[config.mk]
export PLATFORM = sky130hd
export DESIGN_NAME = pipeline_hazard_sequencer
export DESIGN_NICKNAME = d
export VERILOG_FILES = /design/src/rtl/pipeline_ctrl_pkg.sv /design/src/rtl/pipeline_hazard_sequencer_hazard_detect.sv /design/src/rtl/pipeline_hazard_sequencer.sv
export SDC_FILE = /design/constraint.sdc
export NUM_CORES = 1
export LEC_CHECK = 0
export CAP_MARGIN = 20
export CORE_MARGIN = 3
export CORE_UTILIZATION = 57
export DETAILED_ROUTE_END_ITERATION = 12
export DONT_BUFFER_PORTS = 1
export GPL_TIMING_DRIVEN = 0
export PLACE_DENSITY = 0.75
export SLEW_MARGIN = 5
export SYNTH_ARGS = -nofsm -noshare
export SYNTH_HDL_FRONTEND = slang
export SYNTH_SLANG_ARGS = --single-unit
[constraint.sdc]
create_clock -name clock -period 1.57 [get_ports clock]
set_clock_uncertainty 0.15 [all_clocks]
set_input_delay 0.2355 -clock clock [delete_from_list [all_inputs] [get_ports clock]]
set_output_delay 0.2355 -clock clock [all_outputs]
set_load 0.01 [all_outputs]
[src/rtl/pipeline_ctrl_pkg.sv]
// Shared encodings for the pipeline stall/flush controller: state codes,
// register-index width, the XZR index and a saturating counter helper.
package pipeline_ctrl_pkg;

  localparam int REG_IDX_W  = 5;
  localparam int PERF_CNT_W = 32;

  localparam logic [REG_IDX_W-1:0] REG_ZERO = 5'd31;

  typedef enum logic [1:0] {
    ST_BOOT     = 2'd0,
    ST_RUN      = 2'd1,
    ST_MEM_WAIT = 2'd2,
    ST_HALT     = 2'd3
  } ctrl_state_e;

  function automatic logic [PERF_CNT_W-1:0] sat_inc(input logic [PERF_CNT_W-1:0] value);
    return (value == '1) ? value : value + PERF_CNT_W'(1);
  endfunction

endpackage

[src/rtl/pipeline_hazard_sequencer_hazard_detect.sv]
// Combinational load-use detector: an LDUR in EX whose destination is read by
// the instruction in ID. XZR is never a hazard source.
module hazard_detect
  import pipeline_ctrl_pkg::*;
(
  input  logic [REG_IDX_W-1:0] id_rn_i,
  input  logic [REG_IDX_W-1:0] id_rm_i,
  input  logic                 id_uses_rm_i,
  input  logic [REG_IDX_W-1:0] ex_rd_i,
  input  logic                 ex_mem_read_i,
  output logic                 load_use_o
);

  logic rnMatch;
  logic rmMatch;

  assign rnMatch    = (ex_rd_i == id_rn_i);
  assign rmMatch    = id_uses_rm_i && (ex_rd_i == id_rm_i);
  assign load_use_o = ex_mem_read_i && (ex_rd_i != REG_ZERO) && (rnMatch || rmMatch);

endmodule

[src/rtl/pipeline_hazard_sequencer.sv]
// Central stall/flush sequencer for the 5-stage core. Defining
// PIPELINE_PERF_COUNTERS_EN makes stall_count/flush_count live counters.
module pipeline_hazard_sequencer
  import pipeline_ctrl_pkg::*;
#(
  parameter int unsigned BOOT_CYCLES = 2,
  parameter int unsigned MEM_TIMEOUT = 16
) (
  input  logic                  clock,
  input  logic                  reset,
  input  logic [REG_IDX_W-1:0]  id_rn,
  input  logic [REG_IDX_W-1:0]  id_rm,
  input  logic                  id_uses_rm,
  input  logic [REG_IDX_W-1:0]  ex_rd,
  input  logic                  ex_mem_read,
  input  logic                  branch_taken,
  input  logic                  dmem_req,
  input  logic                  dmem_ready,
  output logic                  pc_write,
  output logic                  ifid_write,
  output logic                  idex_write,
  output logic                  exmem_write,
  output logic                  ifid_flush,
  output logic                  idex_flush,
  output logic                  exmem_flush,
  output logic                  halted,
  output logic [1:0]            ctrl_state,
  output logic [PERF_CNT_W-1:0] stall_count,
  output logic [PERF_CNT_W-1:0] flush_count
);

  localparam int BOOT_W = (BOOT_CYCLES > 0) ? $clog2(BOOT_CYCLES + 1) : 1;
  localparam int WAIT_W = (MEM_TIMEOUT > 1) ? $clog2(MEM_TIMEOUT + 1) : 1;
  localparam logic [BOOT_W-1:0] BOOT_LAST = BOOT_W'(BOOT_CYCLES);
  localparam logic [WAIT_W-1:0] WAIT_LAST = WAIT_W'(MEM_TIMEOUT - 1);

  ctrl_state_e       state_q, state_d;
  logic [BOOT_W-1:0] boot_cnt_q, boot_cnt_d;
  logic [WAIT_W-1:0] wait_cnt_q, wait_cnt_d;
  logic              lu_bubble_q, lu_bubble_d;

  logic loadUse;
  logic luStall;
  logic memMiss;

  hazard_detect u_hazard_detect (
    .id_rn_i       (id_rn),
    .id_rm_i       (id_rm),
    .id_uses_rm_i  (id_uses_rm),
    .ex_rd_i       (ex_rd),
    .ex_mem_read_i (ex_mem_read),
    .load_use_o    (loadUse)
  );

  // A bubble was just inserted for this load, so the same hazard must not stall twice.
  assign luStall = loadUse && !lu_bubble_q;
  assign memMiss = dmem_req && !dmem_ready;

  always_ff @(posedge clock or negedge reset) begin
    if (!reset) begin
      state_q     <= ST_BOOT;
      boot_cnt_q  <= '0;
      wait_cnt_q  <= '0;
      lu_bubble_q <= 1'b0;
    end else begin
      state_q     <= state_d;
      boot_cnt_q  <= boot_cnt_d;
      wait_cnt_q  <= wait_cnt_d;
      lu_bubble_q <= lu_bubble_d;
    end
  end

  always_comb begin
    state_d     = state_q;
    boot_cnt_d  = boot_cnt_q;
    wait_cnt_d  = wait_cnt_q;
    lu_bubble_d = 1'b0;
    unique case (state_q)
      ST_BOOT: begin
        if (boot_cnt_q == BOOT_LAST) begin
          state_d = ST_RUN;
        end else begin
          boot_cnt_d = boot_cnt_q + BOOT_W'(1);
        end
      end
      ST_RUN: begin
        // A taken branch flushes the instruction that owns any pending access.
        if (branch_taken) begin
          state_d = ST_RUN;
        end else if (memMiss) begin
          state_d    = ST_MEM_WAIT;
          wait_cnt_d = WAIT_W'(1);
        end else if (luStall) begin
          lu_bubble_d = 1'b1;
        end
      end
      ST_MEM_WAIT: begin
        if (dmem_ready) begin
          state_d    = ST_RUN;
          wait_cnt_d = '0;
        end else begin
          wait_cnt_d = wait_cnt_q + WAIT_W'(1);
          if (wait_cnt_q == WAIT_LAST) begin
            state_d = ST_HALT;
          end
        end
      end
      ST_HALT: begin
        state_d = ST_HALT;
      end
      default: begin
        state_d = ST_BOOT;
      end
    endcase
  end

  always_comb begin
    pc_write    = 1'b0;
    ifid_write  = 1'b0;
    idex_write  = 1'b0;
    exmem_write = 1'b0;
    ifid_flush  = 1'b0;
    idex_flush  = 1'b0;
    exmem_flush = 1'b0;
    unique case (state_q)
      ST_BOOT: begin
        ifid_flush  = 1'b1;
        idex_flush  = 1'b1;
        exmem_flush = 1'b1;
      end
      ST_RUN: begin
        pc_write    = 1'b1;
        ifid_write  = 1'b1;
        idex_write  = 1'b1;
        exmem_write = 1'b1;
        if (branch_taken) begin
          ifid_flush  = 1'b1;
          idex_flush  = 1'b1;
          exmem_flush = 1'b1;
        end else if (memMiss) begin
          pc_write    = 1'b0;
          ifid_write  = 1'b0;
          idex_write  = 1'b0;
          exmem_write = 1'b0;
        end else if (luStall) begin
          pc_write   = 1'b0;
          ifid_write = 1'b0;
          idex_flush = 1'b1;
        end
      end
      default: begin
      end
    endcase
  end

  assign halted     = (state_q == ST_HALT);
  assign ctrl_state = state_q;

`ifdef PIPELINE_PERF_COUNTERS_EN
  logic                  stallEvent;
  logic                  flushEvent;
  logic [PERF_CNT_W-1:0] stall_cnt_q, stall_cnt_d;
  logic [PERF_CNT_W-1:0] flush_cnt_q, flush_cnt_d;

  // Wait states count only while memory is still not ready.
  assign stallEvent = ((state_q == ST_RUN) && !branch_taken && (memMiss || luStall)) ||
                      ((state_q == ST_MEM_WAIT) && !dmem_ready);
  assign flushEvent = (state_q == ST_RUN) && branch_taken;

  assign stall_cnt_d = stallEvent ? sat_inc(stall_cnt_q) : stall_cnt_q;
  assign flush_cnt_d = flushEvent ? sat_inc(flush_cnt_q) : flush_cnt_q;

  always_ff @(posedge clock or negedge reset) begin
    if (!reset) begin
      stall_cnt_q <= '0;
      flush_cnt_q <= '0;
    end else begin
      stall_cnt_q <= stall_cnt_d;
      flush_cnt_q <= flush_cnt_d;
    end
  end

  assign stall_count = stall_cnt_q;
  assign flush_count = flush_cnt_q;
`else
  assign stall_count = '0;
  assign flush_count = '0;
`endif

endmodule

==> flow_results.xml, run 1 <==
<?xml version="1.0" encoding="UTF-8"?>
<metrics>
  <group name="yosys">
    <metric name="synth_seq_area_share" unit="%">21.0</metric>
    <metric name="synth-compound-area-share" unit="%">8.40</metric>
    <metric name="synth.avg_cell_area" unit="um2">8.10</metric>
    <metric name="portion_of_netlist_area_occupied_by_mux_cells" unit="%">0</metric>
    <metric name="yosys_warnings" unit="">0</metric>
    <metric name="largest_family_of_logic_cells_by_synthesized_area" unit="">buffers and inverters</metric>
    <metric name="yosys_register_bits" unit="">10</metric>
    <metric name="synth_area_leaders" unit="">sky130_fd_sc_hd__buf_4, sky130_fd_sc_hd__dfrtp_1, sky130_fd_sc_hd__xor2_1</metric>
    <metric name="syn-instance-count" unit="">147</metric>
    <metric name="xor_xnor_portion_of_the_synthesized_cell_area" unit="%">8.82</metric>
    <metric name="synth.largest_area_cell" unit="">sky130_fd_sc_hd__buf_4</metric>
    <metric name="post_synth_instance_area" unit="um2">1190</metric>
    <metric name="synth.top_cell.area_share" unit="%">42.2</metric>
    <metric name="synthAdderAreaFrac" unit="%">3.15</metric>
    <metric name="yosys.cell_types.count" unit="">28</metric>
    <metric name="simple_gate_portion_of_the_synthesized_area" unit="%">14.5</metric>
  </group>
  <group name="cts">
    <metric name="ctsLongestPathBuffers" unit="">2</metric>
    <metric name="cts_inserted_buffers" unit="">3</metric>
    <metric name="clkSinkCount" unit="">10</metric>
    <metric name="cts_root_buffer" unit="">sky130_fd_sc_hd__clkbuf_4</metric>
    <metric name="ctsHtreeMaxLevel" unit="">1</metric>
  </group>
  <group name="die">
    <metric name="placement_rows" unit="">15</metric>
    <metric name="dieWidth" unit="um">51.7</metric>
    <metric name="top_level_ports" unit="">96</metric>
    <metric name="die_height" unit="um">51.7</metric>
    <metric name="initial_utilization" unit="%">64.8</metric>
  </group>
  <group name="timing">
    <metric name="globalroute.repair_timing.worst_endpoint" unit="">idex_flush</metric>
    <metric name="worst_path_end_type" unit="">primary output</metric>
  </group>
  <group name="placement">
    <metric name="io_buffers" unit="">0</metric>
    <metric name="post_dp_cell_area" unit="um2">1460</metric>
    <metric name="gpl.final_weighted_congestion" unit="">0.784</metric>
    <metric name="place_hpwl" unit="um">2100</metric>
    <metric name="dp.cells" unit="">235</metric>
  </group>
  <group name="outcome">
    <metric name="outcome" unit="">did not finish</metric>
    <metric name="error_message" unit="">[ERROR DPL-0033] detailed placement checks failed during check placement.</metric>
    <metric name="failing_step" unit="">global routing (5_1_grt)</metric>
  </group>
  <group name="grt">
    <metric name="grt_start_max_net_pins" unit="">11</metric>
    <metric name="grt_antenna_before_repair" unit="">0</metric>
  </group>
</metrics>
[metrics by stage]
step	hold WS, ns	setup slack, ns
2_1_floorplan	-0.210	-0.153
3_3_place_gp	-0.210	-0.272
3_5_place_dp	-0.210	-0.327
4_1_cts	0.0136	-0.365
[cells by family after synthesis]
group,Yosys count
buf+inv,72
fa+ha+maj,3
other cells,1
flops,10
xor+xnor,12
simple gates,33
compound gates,16
[timing repair]
| action | in CTS |
|---|---|
| endpoints found under the setup margin | 12 |
| setup buffers | 8 |
| hold endpoints to repair | 11 |
| hold buffers | 3 |
| pin swaps | 6 |
| cloned | 0 |
| gates resized for setup | 26 |
[synthesized netlist by cell type]
library cell	number
sky130_fd_sc_hd__o41a_1	1
sky130_fd_sc_hd__o22a_1	1
sky130_fd_sc_hd__a22o_1	1
sky130_fd_sc_hd__a32oi_1	1
sky130_fd_sc_hd__buf_4	67
sky130_fd_sc_hd__o21ai_0	8
sky130_fd_sc_hd__nand3_1	2
sky130_fd_sc_hd__or3b_2	1
sky130_fd_sc_hd__a21oi_1	3
sky130_fd_sc_hd__and2_1	1
sky130_fd_sc_hd__and3_1	1
sky130_fd_sc_hd__nor4_1	2
sky130_fd_sc_hd__nand2_1	8
sky130_fd_sc_hd__or4_1	1
sky130_fd_sc_hd__conb_1	1
sky130_fd_sc_hd__dfrtp_1	10
sky130_fd_sc_hd__ha_1	3
sky130_fd_sc_hd__nand2b_1	3
sky130_fd_sc_hd__o21bai_1	1
sky130_fd_sc_hd__inv_1	3
sky130_fd_sc_hd__nor2_1	6
sky130_fd_sc_hd__nor2b_1	4
sky130_fd_sc_hd__xnor2_1	2
sky130_fd_sc_hd__nor3b_1	1
sky130_fd_sc_hd__xor2_1	10
sky130_fd_sc_hd__clkbuf_1	2
sky130_fd_sc_hd__nor3_1	1
sky130_fd_sc_hd__or3_1	2
==> inputs of run 2 (changes only) <==
Settings changed: CORE_AREA from default to 3 3 64 66, CORE_MARGIN 3 to default, CORE_UTILIZATION 57 to default, DIE_AREA from default to 0 0 67 69, PLACE_DENSITY 0.75 to default, PLACE_DENSITY_LB_ADDON from default to 0.15.
Clock period 1.57 ns to 2 ns, I/O delays scaled along.
==> run 2 against run 1 <==
  * The flow now finishes, with violations (setup timing)
  * Synthesized cell count unchanged
  * Area after synthesis unchanged
==> flow_results.xml, run 2 <==
<?xml version="1.0" encoding="UTF-8"?>
<metrics>
  <group name="timing">
    <metric name="fin_crit" unit="ns">2.01</metric>
    <metric name="report.final.setup_viol" unit="">1</metric>
    <metric name="rsz0062_at_grt" unit="">yes</metric>
    <metric name="timing_hold_violations_final" unit="">0</metric>
    <metric name="worst_slack" unit="ns">-0.00758</metric>
    <metric name="slew_viol_final" unit="">0</metric>
    <metric name="min_period_over_period" unit="%">100</metric>
    <metric name="worst_pin_slew" unit="ns">0.723</metric>
    <metric name="worst_case_headroom_to_the_max_slew_limit" unit="%">51.7</metric>
    <metric name="max_freq" unit="GHz">0.498</metric>
  </group>
  <group name="yosys">
    <metric name="yosys_warnings" unit="">0</metric>
    <metric name="synth.avg_cell_area" unit="um2">8.10</metric>
    <metric name="yosys_register_bits" unit="">10</metric>
    <metric name="postSynth.topFlopCell" unit="">sky130_fd_sc_hd__dfrtp_1</metric>
    <metric name="synth_seq_area_share" unit="%">21.0</metric>
    <metric name="synth-async-reset-ratio" unit="%">100</metric>
    <metric name="syn-instance-count" unit="">147</metric>
    <metric name="synthTopCellsByCount" unit="">sky130_fd_sc_hd__buf_4, sky130_fd_sc_hd__dfrtp_1, sky130_fd_sc_hd__xor2_1, sky130_fd_sc_hd__nand2_1, sky130_fd_sc_hd__o21ai_0</metric>
    <metric name="yosys.cell_types.count" unit="">28</metric>
    <metric name="synth.top_cell.area_share" unit="%">42.2</metric>
    <metric name="post_synth_instance_area" unit="um2">1190</metric>
    <metric name="yosys.cell_count.top_type" unit="">sky130_fd_sc_hd__buf_4</metric>
    <metric name="synth-edff-count" unit="">0</metric>
    <metric name="synth_area_leaders" unit="">sky130_fd_sc_hd__buf_4, sky130_fd_sc_hd__dfrtp_1, sky130_fd_sc_hd__xor2_1</metric>
    <metric name="synth.largest_area_cell" unit="">sky130_fd_sc_hd__buf_4</metric>
  </group>
  <group name="worst_hold_path">
    <metric name="hp-class" unit="">in -&gt; reg</metric>
  </group>
  <group name="finish">
    <metric name="largest_register_ffs" unit="">5</metric>
    <metric name="largest_register" unit="">wait_cnt_q</metric>
    <metric name="antenna_fix_cells" unit="">0</metric>
    <metric name="top_library_cells_by_usage_in_the_layout_fill_and_taps_aside" unit="">sky130_fd_sc_hd__buf_4, sky130_fd_sc_hd__conb_1, sky130_fd_sc_hd__xor2_1</metric>
    <metric name="drive_above_1_share" unit="%">37.2</metric>
    <metric name="areaGrowthSynthToFinish" unit="%">35.4</metric>
    <metric name="final_net_count" unit="">244</metric>
    <metric name="nFillCells" unit="">387</metric>
    <metric name="layout_commonest_cell" unit="">sky130_fd_sc_hd__buf_4</metric>
    <metric name="final_cell_area" unit="um2">1610</metric>
  </group>
  <group name="setup_path">
    <metric name="required" unit="ns">1.55</metric>
    <metric name="worstRegToRegCells" unit="">5</metric>
    <metric name="timing.rr.end" unit="">wait_cnt_q[2]</metric>
    <metric name="critical_path.startpoint" unit="">id_rm[4]</metric>
    <metric name="endpoint" unit="">pc_write</metric>
    <metric name="timing.critical_path.to_type" unit="">primary output</metric>
    <metric name="crit_path_dat" unit="ns">1.56</metric>
    <metric name="r2r-start" unit="">ctrl_state[0]</metric>
    <metric name="critical_path_class" unit="">in -&gt; out</metric>
    <metric name="crit_path_max_fanout" unit="">2</metric>
    <metric name="regToRegSetupSlack" unit="ns">0.30</metric>
    <metric name="worstSetupStartpointType" unit="">primary input</metric>
  </group>
  <group name="drt">
    <metric name="drc_errors" unit="">0</metric>
    <metric name="dr_total_vias" unit="">897</metric>
    <metric name="postRouteAntennaNets" unit="">0</metric>
    <metric name="via_per_inst" unit="">3.37</metric>
    <metric name="totalWireLength" unit="um">2230</metric>
    <metric name="drtPass1Iterations" unit="">2</metric>
    <metric name="detailedRoute.firstIterationViolations" unit="">6</metric>
    <metric name="average_routed_wire_per_standard_cell" unit="um">8.36</metric>
  </group>
  <group name="cts">
    <metric name="cts_inserted_buffers" unit="">3</metric>
    <metric name="cts_tree" unit="">yes</metric>
    <metric name="clkSinkCount" unit="">10</metric>
    <metric name="cts_root_buffer" unit="">sky130_fd_sc_hd__clkbuf_8</metric>
    <metric name="ctsHtreeMaxLevel" unit="">1</metric>
    <metric name="ctsLongestPathBuffers" unit="">2</metric>
    <metric name="clkLatencyLatePin" unit="ns">0.23</metric>
    <metric name="clkSlewWorstSetupHoldPaths" unit="ns">0.05</metric>
  </group>
  <group name="power">
    <metric name="power_per_cell_area" unit="nW/um2">422</metric>
    <metric name="power_leakage" unit="uW">0.000909</metric>
    <metric name="power" unit="uW">681</metric>
    <metric name="max-vdd-ir-drop" unit="uV">397</metric>
  </group>
  <group name="die">
    <metric name="top_level_ports" unit="">96</metric>
    <metric name="initial_utilization" unit="%">32.8</metric>
    <metric name="die_height" unit="um">69</metric>
    <metric name="die_area" unit="um2">4620</metric>
    <metric name="fp.coreArea" unit="um2">3630</metric>
    <metric name="placement_rows" unit="">22</metric>
    <metric name="dieWidth" unit="um">67</metric>
  </group>
  <group name="grt">
    <metric name="globalRoute.totalOverflow" unit="">0</metric>
    <metric name="first_global_vias" unit="">719</metric>
    <metric name="grt_start_max_net_pins" unit="">11</metric>
    <metric name="grt_pass1_wl" unit="um">3350</metric>
    <metric name="grt_antenna_before_repair" unit="">0</metric>
    <metric name="groute.usage.overall" unit="%">9.00</metric>
  </group>
  <group name="placement">
    <metric name="io_buffers" unit="">0</metric>
    <metric name="post_dp_cell_area" unit="um2">1490</metric>
    <metric name="post-place-ws" unit="ns">-0.0279</metric>
    <metric name="place_hpwl" unit="um">1930</metric>
    <metric name="gpl.final_weighted_congestion" unit="">0.698</metric>
  </group>
  <group name="outcome">
    <metric name="failed_checks" unit="">setup timing</metric>
    <metric name="outcome" unit="">finished with violations</metric>
  </group>
  <group name="flow_run">
    <metric name="drv.max_cap_violation_count" unit="">0</metric>
  </group>
</metrics>
run 2: cell counts after synthesis:
Identical to the previous run, type by type.
run 2: kinds of logic after synthesis:
group                    Yosys count  synth area share [%]
AO/OA/AOI/OAI                     16                  8.40
XOR/XNOR                          12                  8.82
adder cells (fa/ha/maj)            3                  3.15
buffers and inverters             72                  43.8
flip-flops                        10                  21.0
other                              1                 0.315
AND/OR/NAND/NOR                   33                  14.5
run 2: worst min path at each step:
stage                 startpoint       endpoint  slack [ns]  cells after the start
floorplan                  reset  boot_cnt_q[0]       -0.15                      0
global placement           reset  wait_cnt_q[2]       -0.15                      0
detailed placement         reset  wait_cnt_q[2]       -0.15                      0
CTS                 branch_taken    lu_bubble_q        0.06                      2
global route        branch_taken    lu_bubble_q        0.07                      2
finish              branch_taken    lu_bubble_q        0.08                      2
run 2: power by group:
group          leakage [uW]  switching (uW)  total, uW  internal (uW)
combinational      0.000762            99.9        211            111
clock             0.0000288            74.6        247            173
sequential         0.000118            9.71        223            213
total              0.000909             184        681            497
run 2: stage by stage:
step | utilization (%) | hold slack [ns] | setup TNS (ns) | instances
after floorplan | - | -0.146 | 0 | 210
after global placement | 40.9 | -0.145 | -0.0314 | 258
after detailed placement | 40.9 | -0.145 | -0.0279 | 258
after CTS | 44.0 | 0.0609 | -0.0124 | 265
after global routing | 44.4 | 0.0737 | -0.0573 | 266
final | 44.4 | 0.0771 | -0.00758 | 266
run 2: final cells by class:
class | instances | area, um2 | area share [%]
Buffer | 69 | 520 | 32.3
Clock buffer | 4 | 55.1 | 3.41
Inverter | 3 | 11.3 | 0.698
Multi-Input combinational cell | 128 | 682 | 42.3
Sequential cell | 10 | 251 | 15.6
Tap cell | 48 | 60.1 | 3.72
Timing Repair Buffer | 4 | 32.5 | 2.02
run 2: critical path: stages:
cell                      delay, ns
sky130_fd_sc_hd__xor2_1        0.14
sky130_fd_sc_hd__nor4_1        0.27
sky130_fd_sc_hd__a32oi_1       0.18
sky130_fd_sc_hd__o41a_1        0.49
sky130_fd_sc_hd__buf_4         0.17
run 2: repair_timing:
item                       4_1_cts  5_1_grt
resized for setup                9        1
pin swaps                        5        3
hold endpoints to repair        10        0
hold buffers                     1        0
setup endpoints to repair        2        2
setup buffers                    2        1
run 2: routing by layer:
| layer | GRT usage (%) | vias up | part of all wire, % |
|---|---|---|---|
| met5 | 0 | - | 0 |
| li1 | - | 486 | - |
| met4 | 1.35 | 0 | 0 |
| met2 | 15.4 | 52 | 47 |
| met3 | 4.40 | 0 | 15 |
| met1 | 10.1 | 359 | 38 |
No activity file was read; power rests on OpenSTA's default activity.
==> variant, RTL diff (flow settings as in run 2) <==
`BOOT_CYCLES`: 2 -> 4.
--- a/src/rtl/pipeline_hazard_sequencer.sv
+++ b/src/rtl/pipeline_hazard_sequencer.sv
@@ -3,7 +3,7 @@
 module pipeline_hazard_sequencer
   import pipeline_ctrl_pkg::*;
 #(
-  parameter int unsigned BOOT_CYCLES = 2,
+  parameter int unsigned BOOT_CYCLES = 4,
   parameter int unsigned MEM_TIMEOUT = 16
 ) (
   input  logic                  clock,
Behaviour: not the same (a bounded check fails within 4 cycles, from zero or initial values and one cycle with reset low).
==> variant against run 2 <==
  * Non-clock buffer count is 2 higher
  * Global-route usage is 0.065 points higher
  * Register-to-register slack worse by 180 ps
  * Critical path depth stayed put
  * Routed wire length is 0.13% higher
  * Setup slack better by 6.3 ps
  * Synthesized area is 3.7% higher
  * Cell area is 4.8% higher
  * The run still ends with setup timing left
  * Sequential cell count is 1 higher
  * Largest cell class unchanged
Power is not compared: it rests on default switching activity, and its combinational part moved more than twofold at a synthesized area within 25%.
==> variant: results (changes against run 2) <==
Logic synthesis
  – Netlist cell types: 29 (+3.6%)
  – Sequential area share after synthesis: 22.3% (+1.3 points)
  – Synth cell count leaders: 67 x buf_4, 11 x dfrtp_1, 10 x xor2_1, 8 x nand2_1, 8 x o21ai_0
  – Main area contributors after synthesis: buf_4 41%, dfrtp_1 22%, xor2_1 7.1%
  – Post-Syn Instances: 150 (+2.0%)

Cells and area
  – Layout cell share with drive strength beyond 1: 38.6% (+1.4 points)
  – Final Non-Filler Cells: 271 (+1.9%)
  – Final #Nets: 250 (+2.5%)

Global routing
  – Largest net degree at the start of global routing: 12 (+1)
  – Vias in the first global route: 748 (+4.0%)
  – First-pass GRT wire length: 3390 um (+1.2%)
  – Gr usage total: 9.07% (+0.065 points)

Critical path
  – CP startpoint: id_rm[3]
  – R2R cell count: 7 (+2)

Routing
  – Average wire per standard cell: 8.22 um (-1.7%)
  – Drt pass-1 iters: 4 (+2)
  – DRT iter0 DRCs: 15 (+9)

Placement
  – GPL Wtd Cong: 0.763 (+9.3%)
  – Placement Cell Area: 0.00153 mm2 (+2.9%)
  – DP Cell Count: 261 (+1.2%)
  – Place WS: -282 ps (-254 ps)

Outcome
  – Outcome: complete, but fails checks
  – Violated checks: setup timing

Timing
  – Final setup vio count: 1 (unchanged)
  – Hold WS: 0.979 ps (-76.1 ps)
  – Final TNS setup: -1.32 ps (+6.26 ps)
  – Setup ws final: -1.32 ps (+6.26 ps)
  – Period Utilization, post-route: 100% (-0.31 points)

Hold path
  – Startpoint of the worst hold path: dmem_ready
  – Hold Path Sink: ctrl_state[1]
  – Worst hold stages: 1 (-1)

Clock network
  – Buffers inserted by post-CTS timing repair: 5 (+3)
  – Post-CTS Resized: 10 (+1)
## variant: where the power goes
group	total (uW)	switching [uW]	leakage [uW]	internal [uW]
registers	353	63.3	0.000138	290
clock network	219	78.9	0.0000228	140
logic	649	315	0.000795	334
total	1220	457	0.000956	763
## variant: cells by family after synthesis
logic type	Yosys count	synth area share, %
other	1	0.304
xor gates and xnor gates	13	9.22
buffers and inverters	73	42.6
AOI/OAI and AO/OA	16	8.41
adders and majority gates	4	4.05
and+or+nand+nor	32	13.2
DFF	11	22.3
## variant: area by class of cell
cell class | count | area (um2)
repair buffers | 6 | 47.5
inverters | 4 | 15.0
well taps | 48 | 60.1
plain buffers | 69 | 532
flip-flops and latches | 11 | 277
clock buffers | 4 | 45.0
multi-input cells | 129 | 714
fillers | 393 | 1940
## variant: routing by layer
metal	routed length [um]	track usage, %	share of wire [%]
met1	843	11.2	38
met2	1070	14.7	48
met3	313	2.93	14
met4	0	2.70	0
met5	0	0	0
